### src/rtl/ball_multi_bounce_if.sv
// ---------------------------------------------------------------------------
// ball_multi_bounce_if
// Bundles the video-path signals between the sync generator side (master)
// and the multi-ball bouncer (slave).
//   vsync, display_on, hpos, vpos, pause : master -> slave
//   rgb, busy, bounce                    : slave  -> master
// ---------------------------------------------------------------------------
interface ball_multi_bounce_if;
    logic       vsync;
    logic       display_on;
    logic [9:0] hpos;
    logic [9:0] vpos;
    logic       pause;
    logic [2:0] rgb;
    logic       busy;
    logic       bounce;

    modport master (
        output vsync, display_on, hpos, vpos, pause,
        input  rgb, busy, bounce
    );

    modport slave (
        input  vsync, display_on, hpos, vpos, pause,
        output rgb, busy, bounce
    );
endinterface

### src/rtl/ball_multi_bounce.sv
// ---------------------------------------------------------------------------
// ball_multi_bounce
// Multi-ball bouncer for the 640x480 VGA demo path. Holds NUM_BALLS balls,
// moves them once per frame with a one-ball-per-cycle update engine that
// reflects off all four screen edges, and renders them over a dot grid
// through a registered RGB output.
// Ports:
//   clk    : pixel clock
//   reset  : synchronous, active-high; reloads all balls and idles the engine
//   vid    : slave modport carrying vsync/display_on/hpos/vpos/pause in and
//            rgb ({b,g,r}, registered), busy, bounce (one-cycle pulse) out
// ---------------------------------------------------------------------------
module ball_multi_bounce #(
    parameter int NUM_BALLS = 4,
    parameter int H_ACTIVE  = 640,
    parameter int V_ACTIVE  = 480,
    parameter int BALL_SIZE = 8,
    parameter int SPEED     = 2
) (
    input  logic               clk,
    input  logic               reset,
    ball_multi_bounce_if.slave vid
);

    localparam logic [9:0] XMAX      = 10'(H_ACTIVE - BALL_SIZE);
    localparam logic [9:0] YMAX      = 10'(V_ACTIVE - BALL_SIZE);
    localparam logic [4:0] SPEED_POS = 5'(SPEED);
    localparam logic [4:0] SPEED_NEG = 5'(-SPEED);
    localparam logic [2:0] LAST_IDX  = 3'(NUM_BALLS - 1);
    localparam logic [9:0] SIZE10    = 10'(BALL_SIZE);

    typedef enum logic {IDLE, UPDATE} state_t;

    state_t state_q, state_d;
    logic [2:0] idx_q, idx_d;

    logic vsPrev_q;
    logic vsRise_q;

    logic [NUM_BALLS-1:0][9:0] ballX_q;
    logic [NUM_BALLS-1:0][9:0] ballY_q;
    logic [NUM_BALLS-1:0][4:0] ballDx_q;
    logic [NUM_BALLS-1:0][4:0] ballDy_q;

    logic [9:0]  curX, curY;
    logic [4:0]  curDx, curDy;
    logic [15:0] xStep_d, yStep_d;

    logic       bounce_q;
    logic [2:0] pix_d;
    logic [2:0] rgb_q;

    // One axis of motion. Packs {reflected, new velocity, new position}.
    // Reflection forces an absolute direction rather than negating, so a
    // ball parked on an edge can never bounce back into it.
    function automatic logic [15:0] stepAxis(input logic [9:0] pos,
                                             input logic [4:0] vel,
                                             input logic [9:0] lim);
        logic signed [10:0] nxt;
        logic signed [10:0] lim11;
        nxt   = signed'({1'b0, pos}) + signed'({{6{vel[4]}}, vel});
        lim11 = signed'({1'b0, lim});
        if (nxt <= 11'sd0) begin
            return {1'b1, SPEED_POS, 10'd0};
        end else if (nxt >= lim11) begin
            return {1'b1, SPEED_NEG, lim};
        end else begin
            return {1'b0, vel, nxt[9:0]};
        end
    endfunction

    // vsync rising-edge detector; the rise flag is registered so the
    // engine starts two cycles after vsync is first seen high.
    always_ff @(posedge clk) begin
        if (reset) begin
            vsPrev_q <= 1'b0;
            vsRise_q <= 1'b0;
        end else begin
            vsPrev_q <= vid.vsync;
            vsRise_q <= !vsPrev_q && vid.vsync;
        end
    end

    // FSM state register
    always_ff @(posedge clk) begin
        if (reset) begin
            state_q <= IDLE;
            idx_q   <= 3'd0;
        end else begin
            state_q <= state_d;
            idx_q   <= idx_d;
        end
    end

    // FSM next state: pause only matters at the moment a pass would start
    always_comb begin
        state_d = state_q;
        idx_d   = idx_q;
        case (state_q)
            IDLE: begin
                if (vsRise_q && !vid.pause) begin
                    state_d = UPDATE;
                    idx_d   = 3'd0;
                end
            end
            UPDATE: begin
                if (idx_q == LAST_IDX) begin
                    state_d = IDLE;
                    idx_d   = 3'd0;
                end else begin
                    idx_d = idx_q + 3'd1;
                end
            end
            default: begin
                state_d = IDLE;
                idx_d   = 3'd0;
            end
        endcase
    end

    // FSM outputs
    always_comb begin
        vid.busy = (state_q == UPDATE);
    end

    // Pick the ball under update and compute its next state for both axes
    always_comb begin
        curX  = 10'd0;
        curY  = 10'd0;
        curDx = 5'd0;
        curDy = 5'd0;
        for (int i = 0; i < NUM_BALLS; i++) begin
            if (idx_q == 3'(i)) begin
                curX  = ballX_q[i];
                curY  = ballY_q[i];
                curDx = ballDx_q[i];
                curDy = ballDy_q[i];
            end
        end
        xStep_d = stepAxis(curX, curDx, XMAX);
        yStep_d = stepAxis(curY, curDy, YMAX);
    end

    // Ball state and bounce pulse. Reset reloads every ball, so a pass
    // interrupted by reset leaves nothing half updated.
    always_ff @(posedge clk) begin
        if (reset) begin
            for (int i = 0; i < NUM_BALLS; i++) begin
                ballX_q[i]  <= 10'(H_ACTIVE / 2 - 32 * i);
                ballY_q[i]  <= 10'(V_ACTIVE / 2 - 16 * i);
                ballDx_q[i] <= (i % 2 == 1)       ? SPEED_POS : SPEED_NEG;
                ballDy_q[i] <= ((i / 2) % 2 == 1) ? SPEED_NEG : SPEED_POS;
            end
            bounce_q <= 1'b0;
        end else begin
            bounce_q <= 1'b0;
            if (state_q == UPDATE) begin
                for (int i = 0; i < NUM_BALLS; i++) begin
                    if (idx_q == 3'(i)) begin
                        ballX_q[i]  <= xStep_d[9:0];
                        ballDx_q[i] <= xStep_d[14:10];
                        ballY_q[i]  <= yStep_d[9:0];
                        ballDy_q[i] <= yStep_d[14:10];
                    end
                end
                bounce_q <= xStep_d[15] | yStep_d[15];
            end
        end
    end

    // Pixel colour. Walking from the highest index down lets the lowest
    // index overwrite last, so it wins on overlap. Unsigned wrap of the
    // differences makes "left of / above the ball" fail the range test.
    always_comb begin
        logic [9:0] dh;
        logic [9:0] dv;
        dh    = 10'd0;
        dv    = 10'd0;
        pix_d = ((vid.hpos[2:0] == 3'd0) && (vid.vpos[2:0] == 3'd0)) ? 3'b010 : 3'b000;
        for (int i = NUM_BALLS - 1; i >= 0; i--) begin
            dh = vid.hpos - ballX_q[i];
            dv = vid.vpos - ballY_q[i];
            if ((dh < SIZE10) && (dv < SIZE10)) begin
                pix_d = 3'((i % 7) + 1);
            end
        end
        if (!vid.display_on) begin
            pix_d = 3'b000;
        end
    end

    // Registered RGB output
    always_ff @(posedge clk) begin
        if (reset) begin
            rgb_q <= 3'b000;
        end else begin
            rgb_q <= pix_d;
        end
    end

    assign vid.rgb    = rgb_q;
    assign vid.bounce = bounce_q;

endmodule

### src/flat_wrapper.sv
// flat-port wrapper written by rule: the top's interface ports become plain ports
module ball_multi_bounce_flat 
#(
    parameter int NUM_BALLS = 4,
    parameter int H_ACTIVE  = 640,
    parameter int V_ACTIVE  = 480,
    parameter int BALL_SIZE = 8,
    parameter int SPEED     = 2
)
  (clk, reset, vid_vsync, vid_display_on, vid_hpos, vid_vpos, vid_pause, vid_rgb, vid_busy, vid_bounce);
  ball_multi_bounce_if vid_i ();
  input  logic clk;
  input  logic reset;
  input wire logic [$bits(vid_i.vsync)-1:0] vid_vsync;
  input wire logic [$bits(vid_i.display_on)-1:0] vid_display_on;
  input wire logic [$bits(vid_i.hpos)-1:0] vid_hpos;
  input wire logic [$bits(vid_i.vpos)-1:0] vid_vpos;
  input wire logic [$bits(vid_i.pause)-1:0] vid_pause;
  output wire logic [$bits(vid_i.rgb)-1:0] vid_rgb;
  output wire logic [$bits(vid_i.busy)-1:0] vid_busy;
  output wire logic [$bits(vid_i.bounce)-1:0] vid_bounce;
  assign vid_i.vsync = vid_vsync;
  assign vid_i.display_on = vid_display_on;
  assign vid_i.hpos = vid_hpos;
  assign vid_i.vpos = vid_vpos;
  assign vid_i.pause = vid_pause;
  assign vid_rgb = vid_i.rgb;
  assign vid_busy = vid_i.busy;
  assign vid_bounce = vid_i.bounce;
  ball_multi_bounce #(.NUM_BALLS(NUM_BALLS), .H_ACTIVE(H_ACTIVE), .V_ACTIVE(V_ACTIVE), .BALL_SIZE(BALL_SIZE), .SPEED(SPEED)) u_core (.clk(clk), .reset(reset), .vid(vid_i));
endmodule
### config.mk
export PLATFORM = sky130hd
export DESIGN_NAME = ball_multi_bounce_flat
export DESIGN_NICKNAME = d
export VERILOG_FILES = /design/src/rtl/ball_multi_bounce_if.sv /design/src/rtl/ball_multi_bounce.sv /design/src/flat_wrapper.sv
export SDC_FILE = /design/constraint.sdc
export NUM_CORES = 1
export LEC_CHECK = 0
export ABC_AREA = 1
export ABC_CLOCK_PERIOD_IN_PS = 6580
export CAP_MARGIN = 20
export CELL_PAD_IN_SITES_DETAIL_PLACEMENT = 0
export CELL_PAD_IN_SITES_GLOBAL_PLACEMENT = 1
export CORE_ASPECT_RATIO = 1.2
export CORE_MARGIN = 2
export CORE_UTILIZATION = 48
export DETAILED_ROUTE_END_ITERATION = 8
export PLACE_DENSITY_LB_ADDON = 0.12
export SYNTH_ARGS = -nofsm -noshare
export SYNTH_HDL_FRONTEND = slang
export SYNTH_SLANG_ARGS = --single-unit
export TNS_END_PERCENT = 20
### constraint.sdc
create_clock -name clk -period 6.58 [get_ports clk]
set_input_delay 1.645 -clock clk [delete_from_list [all_inputs] [get_ports clk]]
set_output_delay 1.645 -clock clk [all_outputs]
set_load 0.02 [all_outputs]
# Yosys cells after proc, flatten, opt, wreduce, memory -nomap -nowiden
# Index checks and enable logic that the tools add are counted.
# word_totals
regBits	130
input_bits	25
out_inout_bits	5
word_cells	105
# classes
add_sub_neg	11
n_lt_le_gt_ge	12
n_eq_ne	4
mux	31
n_bitwise	3
n_reduce_logical	20
# ops
operator	n
10-bit by 4-bit < comparator with 1-bit output, second input constant	8
10-bit 2-to-1 mux	8
10-bit subtractor	8
16-bit 2-to-1 mux	4
5-bit 2-to-1 mux	8
11-bit by 5-bit adder with 11-bit output	2
11-bit by 1-bit <= comparator with 1-bit output, second input constant	2
11-bit by 10-bit >= comparator with 1-bit output, second input constant	1
11-bit >= comparator, second input constant	1
3-bit zero test	3
3-bit 2-to-1 mux	3
2-bit AND reduction	4
1-bit logical AND	7
3-bit by 2-bit equality test with 1-bit output, second input constant	2
2-bit 2-to-1 mux	3
3-bit one-hot mux with 2 select lines	1
5-bit OR reduction	1
2-bit OR reduction	2
3-bit by 1-bit adder with 3-bit output, second input constant	1
3-bit by 1-bit equality test with 1-bit output, second input constant	1
1-bit 2-to-1 mux	3
3-bit OR reduction	1
1-bit zero test	2
2-bit by 1-bit inequality test with 1-bit output, second input constant	1
other kinds (3)	4

# Depth between registers and ports, before layout
# Gate-level depths: netlist of the first run.
# depth
depth_word	10
mapped_depth	26
depth_no_buf	23

# Least setup slack after synthesis of the first run
# No wires, ideal clock.
# synth_timing
path_kind	flip-flop to flip-flop
from	reg u_core.idx_q[0]
to	reg u_core.ballX_q[35] (netlist name)
setup_time_ns	0.138
arrival_ns	3.319
required_time_ns	6.442
slack_ns	3.124
path_stages_with_launch	23
n_path_buf	4
synth_period_minus_slack_ns	3.456
cell_sequence	dfxtp_1 > inv_1 > ha_1 > nand2_2 > buf_6 > buf_2 > clkbuf_1 > nand2_1 > a31oi_1 > o21ai_0 > ha_1 > fa_1 > nand3_1 > nand2_1 > xnor2_1 > nand3_1 > nor2_1 > nand3_1 > o21ai_2 > inv_2 > buf_6 > nand2_2 > a21oi_1
# synth_via
elab_chain_len	9
word_cells_on_any_way	18
classes_between	1 x add/sub; 2 x order compare; 3 x eq/ne; 10 x mux; 2 x reduce/logical
# synth_lines
element	line	source
start, declared	ball_multi_bounce.sv:35	logic [2:0] idx_q, idx_d;
start signal, assigned	ball_multi_bounce.sv:91	idx_q <= idx_d;
3-bit zero test	ball_multi_bounce.sv:133	if (idx_q == 3'(i)) begin
10-bit 2-to-1 mux / 5-bit 2-to-1 mux (equally long branches) (4 in series)	ball_multi_bounce.sv:133	
11-bit by 5-bit adder with 11-bit output	ball_multi_bounce.sv:61	nxt = signed'({1'b0, pos}) + signed'({{6{vel[4]}}, vel});
11-bit >= comparator	ball_multi_bounce.sv:65	end else if (nxt >= lim11) begin
16-bit 2-to-1 mux	ball_multi_bounce.sv:65	
16-bit 2-to-1 mux	ball_multi_bounce.sv:63	if (nxt <= 11'sd0) begin
end signal, assigned by index	ball_multi_bounce.sv:149	ballX_q[i] <= 10'(H_ACTIVE / 2 - 32 * i);
end signal, assigned by index	ball_multi_bounce.sv:160	ballX_q[i] <= xStep_d[9:0];
end, declared	ball_multi_bounce.sv:40	logic [NUM_BALLS-1:0][9:0] ballX_q;
# Several ways; a longest one is shown, not always the timed one.
# A chain may end at the register's enable or synchronous reset.

# Worst setup path in the final report of the first run
# layout_timing
from	reg u_core.idx_q[1]
to	reg u_core.ballDy_q[16] (netlist name)
# layout_via
elab_chain_len	9
word_cells_on_any_way	18
classes_between	1 x add/sub; 2 x order compare; 3 x eq/ne; 10 x mux; 2 x reduce/logical
# layout_lines
element	line	source
3-bit zero test	ball_multi_bounce.sv:133	
10-bit 2-to-1 mux / 5-bit 2-to-1 mux (equally long branches) (4 in series)	ball_multi_bounce.sv:133	
11-bit by 5-bit adder with 11-bit output	ball_multi_bounce.sv:61	
11-bit by 10-bit >= comparator with 1-bit output	ball_multi_bounce.sv:65	
16-bit 2-to-1 mux	ball_multi_bounce.sv:65	
16-bit 2-to-1 mux	ball_multi_bounce.sv:63	
end signal, assigned by index	ball_multi_bounce.sv:152	ballDy_q[i] <= ((i / 2) % 2 == 1) ? SPEED_NEG : SPEED_POS;
end signal, assigned by index	ball_multi_bounce.sv:163	ballDy_q[i] <= yStep_d[14:10];
end, declared	ball_multi_bounce.sv:43	logic [NUM_BALLS-1:0][4:0] ballDy_q;
# Several ways; a longest one is shown, not always the timed one.

==> results of run 1 <==
==> Yosys cell counts, drive strengths merged, types with 3 or more instances <==
cell / instances
nand2: 463
inv: 262
o21ai: 176
a21oi: 153
dfxtp: 130
nand3: 129
nor2: 118
ha: 88
clkbuf: 48
nand4: 28
a31oi: 24
o22ai: 21
nor3: 19
nand3b: 14
xor2: 14
o21bai: 10
a21boi: 8
buf: 8
xnor2: 7
a22oi: 3
or2: 3
==> metrics by stage <==
| step | hold WS [ns] | area, um2 |
|---|---|---|
| floorplan | 0.373 | 10600 |
| global placement | 0.389 | 11100 |
| detailed placement | 0.397 | 11100 |
| CTS | 0.404 | 11600 |
| global route | 0.416 | 11600 |
| finish | 0.398 | 11600 |
==> cells by family after synthesis <==
kind of cell | after synthesis | synth area share (%)
AOI/OAI and AO/OA | 400 | 20.4
buffers and inverters | 318 | 11.5
and+or+nand+nor | 775 | 31.1
adders and majority gates | 90 | 10.8
DFF | 130 | 24.5
xor gates and xnor gates | 21 | 1.73
==> per-layer routing <==
layer	GRT usage [%]	share of wire, %	vias to the layer above
met5	0	0	-
met4	10.3	2.9	0
met3	3.34	4.6	63
met2	51.1	49	308
met1	37.3	44	5128
li1	-	-	5699
==> path summary, 6_finish.rpt <==
kind | startpoint | end | slack [ns]
worst max-delay path | u_core.idx_q[1] | u_core.ballDy_q[16] | 1.84
worst min-delay path | u_core.vsPrev_q | u_core.vsRise_q | 0.40
worst max register to register | u_core.idx_q[1] | u_core.ballDy_q[16] | 1.84
worst min register to register | u_core.vsPrev_q | u_core.vsRise_q | 0.40
==> final cells by class <==
| cell class | count | area (um2) | area share (%) |
|---|---|---|---|
| clock inverter | 11 | 116 | 0.999 |
| sequential | 130 | 2600 | 22.4 |
| tap | 274 | 343 | 2.94 |
| clock buffer | 19 | 433 | 3.72 |
| timing repair buffer | 38 | 370 | 3.18 |
| inverter | 262 | 983 | 8.45 |
| multi-input combinational | 1286 | 6790 | 58.4 |
==> where the power goes <==
part	leakage (nW)	switching [mW]	total, mW	internal, mW
clock	0.264	0.360	0.909	0.549
sequential	1.05	0.0134	0.816	0.802
combinational	4.48	0.581	0.839	0.258
total	5.80	0.954	2.56	1.61
==> sequential cells by signal (all words and copies together), names as in the netlist <==
name               flops
u_core.ballDy_q       20
u_core.vid.busy        1
u_core.vid.rgb         3
u_core.vsRise_q        1
u_core.vid.bounce      1
u_core.vsPrev_q        1
u_core.ballY_q        40
u_core.ballDx_q       20
u_core.ballX_q        40
u_core.idx_q           3
==> critical path, stage by stage (launching register included) <==
cell and delay (ns):
dfxtp_1 0.34, inv_1 0.08, ha_1 0.15, inv_2 0.11
nor2_2 0.47, inv_1 0.44, buf_4 0.34, a31oi_1 0.17
o21ai_0 0.14, ha_1 0.28, fa_1 0.42, nand3_1 0.11
nand2_1 0.13, nand2_1 0.08, nand3_1 0.11, nand2_1 0.10
nand4_1 0.11, nand2_2 0.15, inv_1 0.05, nand2_1 0.40
nand3_1 0.24, nor2_1 0.14, nor2_1 0.05
==> metrics.txt, run 1 <==
max_slew headroom=26.1%; vias in the first global route=10,800; number of synthesized flops with an enable pin=0; maximum buffer depth of the clock tree=2; leading cell types in the layout, fill and taps excluded=nand2_1 (448), inv_1 (254), a21oi_1 (148), o21ai_0 (134), dfxtp_1 (130); Post-Synthesis Cells=1,734; crit path capture type=register; Fin Setup TNS=0 ns; FP Rows=59; Synth area leaders=dfxtp_1 (25%), nand2_1 (16%), ha_1 (10%), inv_1 (9.0%), a21oi_1 (7.0%); share of layout cells above drive strength 1=4.58%; die area=23,300 um2; fin nets=1,850; placed cells=1,989; RSZ-0062 raised after global routing=no; reg2reg path depth=22; CP required=6.90 ns; largest area contributor in the netlist=dfxtp_1; Detailed Route WL=33,700 um; PortBufs=29; DP HPWL=25,400 um; Layout area overhead=9.73%; flops & latches, synth=130; Yosys top cell area share=24.5%; critical setup path kind=register to register; async set-reset flop share out of synthesis=0%; CORE AREA=21,700 um2; wire per inst=16.7 um; HP Class=register to register; Final Slew Violations=0; Clock Sinks=130; initial antenna violation count=0; Final Hold Fails=0; Gates resized, CTS repair=0; routed vias=11,200; TritonRoute pass-1 iters=6; Pwr Density=220 nW/um2; Die Height=167 um; worst vdd ir=0.000178 V; post-place setup slack=1.93 ns; Mapped Nets=1,849; WP data arrival=5.06 ns; Worst-Skew Late Latency=0.42 ns; Util after Layout=53.6%; post-synth cell types=42; die width=140 um; largest net degree at the start of global routing=58; clock slew at reported path FFs=0.06 ns; n_diodes=0; worst-path maximum fanout=21; Num CTS Buffers=17; MaxCap Viol Count=0; slack of the critical path=1.84 ns; CTS H-tree depth=4; Tcrit/Tclk final=72.0%; measured slew at the worst slew-check pin=1.11 ns; num ports=30; Starting Density=48.9%; post-CTS setup buffer count=0; TritonCTS clock tree=yes; Congestion Overflow GR=0; Final Non-Filler Cells=2,020; cts hold-fix bufs=0; Final GP Congestion=0.897; Vias/cell=5.54; Seq/Total Area, Yosys=24.5%; first-pass GRT wire length=54,900 um; initial DRC count=733; Mapped Area=10,600 um2; WHS Path Cells=1; setup violators final=0; Clk Tree Root Cell=clkbuf_16; fillcell total=2,314; status=finished clean; DRC=0; Tmin final=4.74 ns; Critical Path Start Type=register; leading cell type in the layout, fill and taps excluded=nand2_1; Final Power=2.56 mW; Leakage Power=5.80 nW; highest clock rate=211 MHz; YS warnings=0; Routed Antenna Nets=0; GRT Total Usage=29.3%; final worst clock skew=0.00894 ns; Main synth FF type=dfxtp_1; Post-Syn Area per Cell=6.12 um2
No activity file was read; power rests on OpenSTA's default activity.
==> inputs of run 2 (changes only) <==
- ABC_CLOCK_PERIOD_IN_PS: 6580 -> 4100
- CORE_UTILIZATION: 48 -> 40
- clock period: 6.58 -> 4.1 ns (I/O delays scaled with it)
==> run 2 against run 1 <==
  * Core utilization shrank 7.9 points
  * Cell count grew 3.8%
  * Worst hold slack lost 0.0023 ns
==> metrics.txt, run 2 (synthesis gave the netlist of run 1 again) <==
status=finished clean (unchanged); Vias/cell=5.28 (was 5.54); WP data arrival=4.03 ns (was 5.06 ns); PortBufs=29 (unchanged); MaxCap Viol Count=0 (unchanged); Hold EP=u_core.vsRise_q (unchanged); Num CTS Buffers=17 (unchanged); crit path capture type=register (unchanged); share of layout cells above drive strength 1=5.96% (was 4.58%); largest net degree at the start of global routing=47 (was 58); CORE AREA=26,200 um2 (was 21,700 um2); Clk Tree Root Cell=clkbuf_16 (unchanged); GRT Total Usage=25.4% (was 29.3%); Final Hold Fails=0 (unchanged); Worst-Skew Late Latency=0.44 ns (was 0.42 ns); DRC=0 (unchanged); WHS Path Cells=1 (unchanged); RSZ-0062 raised after global routing=no (unchanged); biggest regs=u_core.ballX_q: 40 flops, u_core.ballY_q: 40 flops (unchanged); HP Class=register to register (unchanged); setup violators final=0 (unchanged); slack of the critical path=0.356 ns (was 1.84 ns); worst-path maximum fanout=17 (was 21); n_diodes=0 (unchanged); Leakage Power=5.93 nW (was 5.80 nW); Starting Density=40.5% (was 48.9%); measured slew at the worst slew-check pin=0.928 ns (was 1.11 ns); Layout area overhead=12.9% (was 9.73%); FP Rows=65 (was 59); Die Height=182 um (was 167 um); die area=27,800 um2 (was 23,300 um2); CTS H-tree depth=4 (unchanged); first-pass GRT wire length=56,200 um (was 54,900 um); Pwr Density=364 nW/um2 (was 220 nW/um2); Clock Sinks=130 (unchanged); Util after Layout=45.7% (was 53.6%); clock slew at reported path FFs=0.06 ns (about the same); cts hold-fix bufs=0 (unchanged); critical setup path kind=register to register (unchanged); Tcrit/Tclk final=91.3% (was 72.0%); Final Slew Violations=0 (unchanged); highest clock rate=267 MHz (was 211 MHz); post-place setup slack=0.0458 ns (was 1.93 ns); initial DRC count=615 (was 733); num ports=30 (unchanged); Tmin final=3.74 ns (was 4.74 ns); Congestion Overflow GR=0 (unchanged); TritonCTS clock tree=yes (unchanged); Routed Antenna Nets=0 (unchanged); Critical Path Start Type=register (unchanged); maximum buffer depth of the clock tree=2 (unchanged); leading cell type in the layout, fill and taps excluded=nand2_1 (unchanged); Final GP Congestion=0.862 (was 0.897); TritonRoute pass-1 iters=5 (was 6); beginning of the worst hold path=u_core.vsPrev_q (unchanged); reg2reg path depth=22 (unchanged); CP required=4.39 ns (was 6.90 ns); worst vdd ir=0.000301 V (was 0.000178 V); Detailed Route WL=35,000 um (was 33,700 um); fin nets=1,864 (was 1,850); routed vias=11,100 (was 11,200); die width=153 um (was 140 um); final worst clock skew=0.0114 ns (was 0.00894 ns); reg-to-reg startpoint=u_core.idx_q[1] (unchanged); wire per inst=16.7 um (about the same); initial antenna violation count=0 (unchanged); vias in the first global route=10,700 (was 10,800); Fin Setup TNS=0 ns (unchanged); flop2flop setup slack=0.36 ns (was 1.84 ns); fillcell total=2,845 (was 2,314); DP HPWL=27,400 um (was 25,400 um); leading cell types in the layout, fill and taps excluded=nand2_1 (446), inv_1 (254), a21oi_1 (148), o21ai_0 (134), dfxtp_1 (130) (was nand2_1 (448), inv_1 (254), a21oi_1 (148), o21ai_0 (134), dfxtp_1 (130)); Reg-to-Reg End=u_core.ballDx_q[15] (was u_core.ballDy_q[16]); max_slew headroom=38.0% (was 26.1%)
run 2: stage by stage:
step / instance area (um2) / hold WS [ns] / std cells / total power [mW]
after floorplan: 10600 / 0.373 / 1734 / 2.32
after global placement: 11300 / 0.387 / 2064 / 2.69
after detailed placement: 11300 / 0.391 / 2064 / 2.69
after CTS: 11900 / 0.400 / 2096 / 4.35
after global routing: 12000 / 0.422 / 2097 / 4.62
final: 12000 / 0.396 / 2097 / 4.36
run 2: metal layers:
metal	track usage (%)	up-vias	part of all wire (%)
li1	-	5732	-
met1	33.0	5071	47
met2	43.7	221	47
met3	2.35	53	3.2
met4	9.63	0	3.0
met5	0	-	0
run 2: critical path, stage by stage (launching register included):
cell     delay (ns)
dfxtp_1        0.38
inv_1          0.08
ha_1           0.21
inv_4          0.15
nor2_4         0.07
inv_1          0.08
buf_4          0.22
o21ai_0        0.12
a31oi_1        0.18
o22ai_2        0.14
ha_1           0.40
a21oi_1        0.22
nand2_1        0.11
nand2_1        0.09
nand2_1        0.07
nand3_1        0.10
nand3_1        0.07
nand2_1        0.14
nand3_1        0.10
o21ai_2        0.21
inv_2          0.19
nand2_1        0.18
o21ai_1        0.07
run 2: what timing repair did:
item	in CTS	in global routing
gates resized for setup	0	10
setup endpoints to repair	0	109
buffers inserted	0	1
run 2: worst max-delay path by stage:
stage,start,end,slack [ns]
2_1_floorplan,u_core.idx_q[0],u_core.ballX_q[35],0.64
4_1_cts,u_core.idx_q[1],u_core.ballDy_q[16],0.03
3_5_place_dp,u_core.idx_q[1],u_core.ballDy_q[16],0.05
5_1_grt,u_core.idx_q[1],u_core.ballDx_q[15],0.004
3_3_place_gp,u_core.idx_q[1],u_core.ballDy_q[16],0.14
6_report,u_core.idx_q[1],u_core.ballDx_q[15],0.36
run 2: layout make-up:
cell class | count | area, um2 | area share (%)
Clock buffer | 18 | 439 | 3.67
Timing Repair Buffer | 52 | 488 | 4.07
Sequential cell | 130 | 2600 | 21.7
Inverter | 262 | 986 | 8.23
Multi-Input combinational cell | 1286 | 6840 | 57.1
Clock inverter | 14 | 198 | 1.65
Tap cell | 335 | 419 | 3.50
run 2: report_power, final:
part	switching [mW]	internal, mW
Combinational	0.954	0.433
Sequential	0.0211	1.29
Clock	0.621	1.04
==> inputs of run 3 (changes only) <==
- CTS_CLUSTER_SIZE: default -> 30
==> results of run 3 <==
The final DEF is identical to that of run 2; final timing and power are the same.
